`config.mk`:
```
export PLATFORM = sky130hd
export DESIGN_NAME = hiscore_ram_arbiter
export DESIGN_NICKNAME = d
export VERILOG_FILES = /design/src/rtl/hiscore_pkg.sv /design/src/rtl/hiscore_ram_mux.sv /design/src/rtl/hiscore_ram_arbiter.sv
export SDC_FILE = /design/constraint.sdc
export NUM_CORES = 1
export LEC_CHECK = 0
export BUFFER_PORTS_ARGS = -buffer_cell sky130_fd_sc_hd__clkbuf_2
export CORE_AREA = 2 2 77 79
export DETAILED_ROUTE_END_ITERATION = 6
export DIE_AREA = 0 0 79 81
export PLACE_DENSITY_LB_ADDON = 0.05
export SETUP_SLACK_MARGIN = 0.1
export SYNTH_ARGS = -nofsm -noshare
export SYNTH_HDL_FRONTEND = slang
export SYNTH_HIERARCHICAL = 1
export SYNTH_SLANG_ARGS = --single-unit
export TNS_END_PERCENT = 30
```
`constraint.sdc`:
```
create_clock -name clk -period 1.7 [get_ports clk]
set_input_delay 0.17 -clock clk [delete_from_list [all_inputs] [get_ports clk]]
set_output_delay 0.17 -clock clk [all_outputs]
set_load 0.01 [all_outputs]
```
`src/rtl/hiscore_pkg.sv`:
```
// Shared types and constants for the hiscore work-RAM arbiter.
package hiscore_pkg;

  typedef enum logic [2:0] {
    IDLE,
    REQ,
    SETTLE,
    GRANT,
    DRAIN,
    GAP
  } arb_state_t;

  localparam logic SEL_GAME = 1'b0;
  localparam logic SEL_HS   = 1'b1;

  localparam int unsigned CNT_W = 16;
  typedef logic [CNT_W-1:0] cnt_t;

  // A phase of N cycles loads N-1 so the exit fires on the Nth cycle.
  function automatic cnt_t cnt_load(input int unsigned cycles);
    return (cycles == 0) ? '0 : cnt_t'(cycles - 1);
  endfunction

endpackage

```
`src/rtl/hiscore_ram_mux.sv`:
```
// Registered 2:1 work-RAM source mux (CPU or hiscore engine) with write gating.
module hiscore_ram_mux
  import hiscore_pkg::*;
#(
  parameter int unsigned ADDR_WIDTH = 10
) (
  input  logic                  clk,
  input  logic                  reset,
  input  logic                  sel,
  input  logic                  hs_we_en,
  input  logic [ADDR_WIDTH-1:0] hs_address,
  input  logic [7:0]            hs_data,
  input  logic                  hs_write,
  input  logic [ADDR_WIDTH-1:0] game_address,
  input  logic [7:0]            game_data,
  input  logic                  game_we,
  output logic [ADDR_WIDTH-1:0] ram_address,
  output logic [7:0]            ram_data,
  output logic                  ram_we
);

  always_ff @(posedge clk) begin
    if (reset) begin
      ram_address <= '0;
      ram_data    <= '0;
      ram_we      <= 1'b0;
    end else if (sel == SEL_HS) begin
      ram_address <= hs_address;
      ram_data    <= hs_data;
      ram_we      <= hs_write & hs_we_en;
    end else begin
      ram_address <= game_address;
      ram_data    <= game_data;
      ram_we      <= game_we;
    end
  end

endmodule

```
`src/rtl/hiscore_ram_arbiter.sv`:
```
// Arbitrates the game work-RAM port between the CPU and the hiscore engine,
// pausing the CPU via pause_req/pause_ack around each engine access window.
module hiscore_ram_arbiter
  import hiscore_pkg::*;
#(
  parameter int unsigned ADDR_WIDTH    = 10,
  parameter int unsigned SETTLE_CYCLES = 4,
  parameter int unsigned DRAIN_CYCLES  = 2,
  parameter int unsigned GAP_CYCLES    = 64
) (
  input  logic                  clk,
  input  logic                  reset,
  input  logic                  hs_access,
  input  logic                  hs_write,
  input  logic [ADDR_WIDTH-1:0] hs_address,
  input  logic [7:0]            hs_data,
  output logic                  hs_ready,
  output logic [7:0]            hs_q,
  input  logic [ADDR_WIDTH-1:0] game_address,
  input  logic [7:0]            game_data,
  input  logic                  game_we,
  output logic                  pause_req,
  input  logic                  pause_ack,
  output logic [ADDR_WIDTH-1:0] ram_address,
  output logic [7:0]            ram_data,
  output logic                  ram_we,
  input  logic [7:0]            ram_q,
  output logic                  busy
);

  localparam cnt_t SETTLE_LOAD = cnt_load(SETTLE_CYCLES);
  localparam cnt_t DRAIN_LOAD  = cnt_load(DRAIN_CYCLES);
  localparam cnt_t GAP_LOAD    = cnt_load(GAP_CYCLES);

  arb_state_t state, state_nx;
  cnt_t       cnt, cnt_nx;
  logic       sel;
  logic       hs_we_en;

  always_ff @(posedge clk) begin
    if (reset) begin
      state <= IDLE;
      cnt   <= '0;
    end else begin
      state <= state_nx;
      cnt   <= cnt_nx;
    end
  end

  always_comb begin
    state_nx  = state;
    cnt_nx    = (cnt == '0) ? '0 : cnt - cnt_t'(1);
    sel       = SEL_GAME;
    hs_we_en  = 1'b0;
    pause_req = 1'b0;
    hs_ready  = 1'b0;
    busy      = (state != IDLE);
    unique case (state)
      IDLE: begin
        if (hs_access) state_nx = REQ;
      end
      REQ: begin
        pause_req = 1'b1;
        // A release in the same cycle as the ack aborts without a grant.
        if (!hs_access) begin
          state_nx = IDLE;
        end else if (pause_ack) begin
          state_nx = SETTLE;
          cnt_nx   = SETTLE_LOAD;
        end
      end
      SETTLE: begin
        pause_req = 1'b1;
        if (!pause_ack)      state_nx = REQ;
        else if (cnt == '0)  state_nx = GRANT;
      end
      GRANT: begin
        pause_req = 1'b1;
        hs_ready  = 1'b1;
        sel       = SEL_HS;
        // An engine write is only passed while the CPU is still halted.
        hs_we_en  = pause_ack;
        if (!hs_access) begin
          state_nx = DRAIN;
          cnt_nx   = DRAIN_LOAD;
        end else if (!pause_ack) begin
          state_nx = REQ;
        end
      end
      DRAIN: begin
        pause_req = 1'b1;
        sel       = SEL_HS;
        if (cnt == '0) begin
          state_nx = (GAP_CYCLES == 0) ? IDLE : GAP;
          cnt_nx   = GAP_LOAD;
        end
      end
      GAP: begin
        if (cnt == '0) state_nx = IDLE;
      end
      default: state_nx = IDLE;
    endcase
  end

  hiscore_ram_mux #(
    .ADDR_WIDTH(ADDR_WIDTH)
  ) u_mux (
    .clk          (clk),
    .reset        (reset),
    .sel          (sel),
    .hs_we_en     (hs_we_en),
    .hs_address   (hs_address),
    .hs_data      (hs_data),
    .hs_write     (hs_write),
    .game_address (game_address),
    .game_data    (game_data),
    .game_we      (game_we),
    .ram_address  (ram_address),
    .ram_data     (ram_data),
    .ram_we       (ram_we)
  );

  always_ff @(posedge clk) begin
    if (reset)              hs_q <= '0;
    else if (sel == SEL_HS) hs_q <= ram_q;
  end

endmodule

```
### Word level (Yosys, flattened, before mapping)

Index checks and enable logic that the tools add are counted.

| storage, ports and cells | value |
|---|---|
| flip-flop bits (word level) | 46 |
| bits of input ports | 50 |
| output and inout bits | 30 |
| logic and storage cells | 48 |

| operators by class | value |
|---|---|
| add/subtract/negate cells | 1 |
| eq/ne operators | 11 |
| multiplexer cells | 23 |
| bitwise logic cells | 1 |
| reduce and logical (&&, ||, !) cells | 6 |

Operator list:

| operator | count |
|---|---|
| $mux W16 | 5 |
| $pmux W16 S3 | 1 |
| $mux W3 | 9 |
| $pmux W3 S6 | 1 |
| $logic_not A16 Y1 | 1 |
| $sub A16 B1 Y16 const B | 1 |
| $mux W10 | 1 |
| $ne A3 B3 Y1 const B | 3 |
| $mux W8 | 1 |
| $eq A3 B2 Y1 const B | 2 |
| $eq A3 B3 Y1 const B | 2 |
| $ne A2 B2 Y1 const B | 3 |
| $reduce_and A6 Y1 | 1 |
| $mux W1 | 5 |
| $reduce_or A4 Y1 | 1 |
| $eq A3 B1 Y1 const B | 1 |
| $logic_not A3 Y1 | 1 |
| $reduce_bool A3 Y1 | 1 |
| $reduce_or A2 Y1 | 1 |
| $and A1 B1 Y1 | 1 |

### Logic depth before layout (Yosys ltp)

| depth | value |
|---|---|
| depth in word-level cells | 5 |
| gate-level depth with buffers | 7 |
| depth with buffers taken out | 6 |

### Modules after synthesis

The synthesis kept the hierarchy.

Modules (own cells, without submodules):

| module | instances | cells an instance | area an instance (sq um) | seq. area each (sq um) |
|---|---|---|---|---|
| hiscore_ram_arbiter | 1 | 147 | 1312.5 | 540.5 |
| hiscore_ram_mux | 1 | 62 | 676.9 | 380.4 |

### Worst setup path after synthesis

OpenSTA, ideal clock, no wires.

| timing path | value |
|---|---|
| path type | flip-flop to flip-flop |
| from | register state[2] |
| to | register u_mux.ram_address[0] |
| setup time | 0.117 ns |
| arrival time | 1.489 ns |
| required time | 1.583 ns |
| path slack | 0.093 ns |
| cell stages (with the launch flop) | 8 |
| path buffers | 3 |
| period minus slack after synthesis | 1.607 ns |
| cell sequence | dfxtp_1 -> clkbuf_1 -> nand2b_1 -> o2bb2ai_1 -> buf_2 -> buf_6 -> mux2i_1 -> nor2_1 |

| between the ends | value |
|---|---|
| longest elaborated chain between the ends | 4 |
| elaborated cells between the ends (all ways) | 5 |
| those cells by class | eq/ne (2); mux (2); reduce/logical (1) |

RTL lines:

| what | line | text |
|---|---|---|
| from (decl) | hiscore_ram_arbiter.sv:35 | `arb_state_t state, state_nx;` |
| from (signal assigned) | hiscore_ram_arbiter.sv:45 | `state <= state_nx;` |
| $eq A3 B3 Y1 / $eq A3 B2 Y1 (equally long branches) | hiscore_ram_arbiter.sv:58 | `unique case (state)` |
| $reduce_or A2 Y1 (no line) (*) | - |  |
| $mux W1 (*) | hiscore_ram_arbiter.sv:58 |  |
| named net sel | hiscore_ram_arbiter.sv:37 | `logic sel;` |
| $mux W10 (*) | hiscore_ram_mux.sv:27 | `end else if (sel == SEL_HS) begin` |
| to (signal assigned) | hiscore_ram_mux.sv:28 | `ram_address <= hs_address;` |
| to (signal assigned) | hiscore_ram_mux.sv:32 | `ram_address <= game_address;` |
| to (decl) | hiscore_ram_mux.sv:17 | `output logic [ADDR_WIDTH-1:0] ram_address,` |

Mark *: on every way through the listed nets, which the timed path passes. The rest lies on a longest branch.
A chain may end at the register's enable or synchronous reset.

### Final worst setup path

| timing path | value |
|---|---|
| from | register state[0] |
| to | output pause_req |

| between the ends | value |
|---|---|
| longest elaborated chain between the ends | 3 |
| elaborated cells between the ends (all ways) | 6 |
| those cells by class | eq/ne (4); mux (1); reduce/logical (1) |

RTL lines:

| what | line | text |
|---|---|---|
| $eq A3 B3 Y1 (tied with other cells) | hiscore_ram_arbiter.sv:58 |  |
| $reduce_or A4 Y1 (no line) (*) | - |  |
| $mux W1 (*) | hiscore_ram_arbiter.sv:58 |  |
| to (decl) | hiscore_ram_arbiter.sv:22 | `output logic pause_req,` |

Mark *: on every way between the ends. The rest lies on a longest branch, timed or not.

==> flow_summary.ini <==
[timing]
worst_slack_ps = 101.5
clock_skew_ps = 4.962
slew_viol_final = 0
period_share_pct = 94.03
hold_viol = 0
max_freq_ghz = 0.6256
rsz0062_at_grt = yes
fin_setup_tns_ps = 0
whs_ps = 105.0
maxSlewHeadroom_pct = 74.32
min_period_ps = 1598
tightest_slew_ps = 382.4
setup-violations-final = 0

[synthesis]
synth-edff-count = 0
synth_cells = 209
syn-cell-area_um2 = 1989
synth_compound_area_share_pct = 9.811
synth_seq_area_share_pct = 46.29
ys_ff_latch = 46
synth_commonest_cells = dfxtp_1, nor2_1, mux2i_1
synthTopCellsByArea = dfxtp_1, mux2i_1, nor2_1
ys.flop_type = dfxtp_1
async_flop_share_pct = 0
synth.most_common_cell = dfxtp_1
synthMuxAreaShare_pct = 13.58
synth_xor_area_share_pct = 3.962
synth_top_family_by_area = simple AND/OR/NAND/NOR gates
yosys.area_share.adder_pct = 1.258
syn_area_per_cell_um2 = 9.519
yosys.area_share.simple_pct = 21.26
synth_cell_types = 40
synth_top_area_share_pct = 46.29
syn-num-nets = 261
yosys_warnings = 6
yosysTopAreaCell = dfxtp_1

[global_route]
grt_first_pass_wirelength_um = 7072
first_global_vias = 1592
antenna_found_initial = 0
gr-total-overflow = 0
global_route.usage.total_pct = 14.04
grt_max_degree = 29

[routing]
remaining_drc_errors = 0
dr.pass1.iters = 4
drtIter0Drc = 86
vias_per_cell = 4.675
vias = 1781
drt_wl_total_um = 4457
ant_nets = 0
wl_per_cell_um = 11.70

[setup_path]
cpMaxStageDelayCell = or3_1
critPathMaxStageDelay_ps = 380
worstPathCellList = buf_4 -> or3_1 -> and2_1 -> clkbuf_2
worst-path-max-fanout = 12
critical_path_required_ps = 1530
arrival_ps = 1430
critPathLaunchType = register
cp-end-kind = output port
crit_type = register to output port

[power]
vdd_drop_max_mv = 0.4708
p_per_area_nw_per_um2 = 1353
p_leak_nw = 1.222
p_total_w = 0.003728

[final_layout]
area_delta_synth_final_pct = 38.49
n_antenna_cell = 0
final_cell_area_um2 = 2755
layout-drive-gt1-share_pct = 40.85
fin_nets = 357

[clock_tree]
h-tree-depth = 2
clock_path_buffers = 2
numCtsBuffers = 5
cts_root_buffer = clkbuf_8
cts.sinks = 46
clk_pin_slew_ps = 90
clock_latency_ps = 290
cts_tree = yes

[floorplanning]
num_rows = 28
die_area_um2 = 6399
core_area_um2 = 5675
initial_core_util_pct = 35.05
die_h_um = 81
die_x_um = 79
io_pins = 80

[place]
dpl_cell_area_um2 = 2572
gp_congestion = 0.7749
io_buffers = 79
place_ws_ps = 72.64
dpl.hpwl_um = 3291

[flow_run]
cap_violations = 0

[status]
status = completed

[min_path]
hold_path_class = primary input to register
==> critical path: cells and delay by family (launching register included) <==
kind                   cells  cell delay, ps
DFF                        1             320
buffers and inverters      2             290
and+or+nand+nor            2             520
==> metal layers <==
layer / GRT usage [%] / wire (µm) / vias to the layer above
li1: - / - / 920
met1: 17.64 / 1998 / 807
met2: 22.80 / 2167 / 52
met3: 4.556 / 268 / 2
met4: 4.828 / 23 / 0
met5: 0 / 0 / -
==> final timing paths <==
check	end	start	slack, ps	cells past startpoint
setup reg to reg	cnt[15]$_SDFF_PP0_	cnt[6]$_SDFF_PP0_	120	4
hold / removal	u_mux/ram_address[6]$_SDFF_PP0_	game_address[6]	100	3
setup / recovery	pause_req	state[0]$_SDFFE_PP0P_	100	4
hold reg to reg	cnt[13]$_SDFF_PP0_	cnt[13]$_SDFF_PP0_	510	2
==> cells in the final DEF, fill, tap and decap left out, types with 2 or more instances in the layout <==
master,count
mux2i_1,27
o211ai_1,2
dfxtp_1,43
o21ai_0,6
nand2b_1,3
a21oi_1,7
nand4b_1,2
xor2_1,8
and2_1,2
clkbuf_8,5
a31oi_1,3
dfxtp_2,2
nand2_1,10
nor2_1,40
inv_1,4
nand3_1,5
a21oi_2,2
o31ai_1,4
clkbuf_2,79
or3_1,2
ha_1,2
nor4_4,3
buf_4,18
==> repair_timing <==
action,in CTS,in global routing
pin swaps,1,7
gates resized for setup,2,15
buffers inserted,1,3
hold buffers,0,0
setup endpoints to repair,9,23
==> cell type report <==
| type | instances | area, µm² |
|---|---|---|
| Fill cell | 579 | 2920 |
| Multi-Input combinational cell | 148 | 1067 |
| Sequential cell | 46 | 927.1 |
| Timing Repair Buffer | 99 | 561.8 |
| Tap cell | 75 | 93.84 |
| Clock buffer | 6 | 72.57 |
| Inverter | 5 | 18.77 |
| Clock inverter | 2 | 13.76 |
==> through the flow <==
step                      std cells  utilization (%)
after global routing            381            48.55
after floorplan                 209                -
after CTS                       378            47.11
after global placement          369            45.33
final                           381            48.55
after detailed placement        369            45.33
==> flip-flops by register name, indices dropped and copies added, names as in the netlist <==
name               flops
cnt                   16
u_mux/ram_address     10
hs_q                   8
u_mux/ram_data         8
state                  3
u_mux/ram_we           1
==> cells by family (layout without fill, tap and decap cells) <==
logic type / count (synthesis) / count (layout)
AOI/OAI and AO/OA: 30 / 30
xor gates and xnor gates: 9 / 9
adders and majority gates: 2 / 2
buffers and inverters: 15 / 112
DFF: 46 / 46
muxes: 27 / 27
and+or+nand+nor: 80 / 80
==> where the power goes <==
part | switching (W) | total, W | internal [W]
clock network | 0.000364 | 0.000655 | 0.000291
registers | 0.000199 | 0.00146 | 0.00127
logic | 0.000765 | 0.00161 | 0.000844
total | 0.00133 | 0.00373 | 0.00240
No activity file was read; power rests on OpenSTA's default activity.
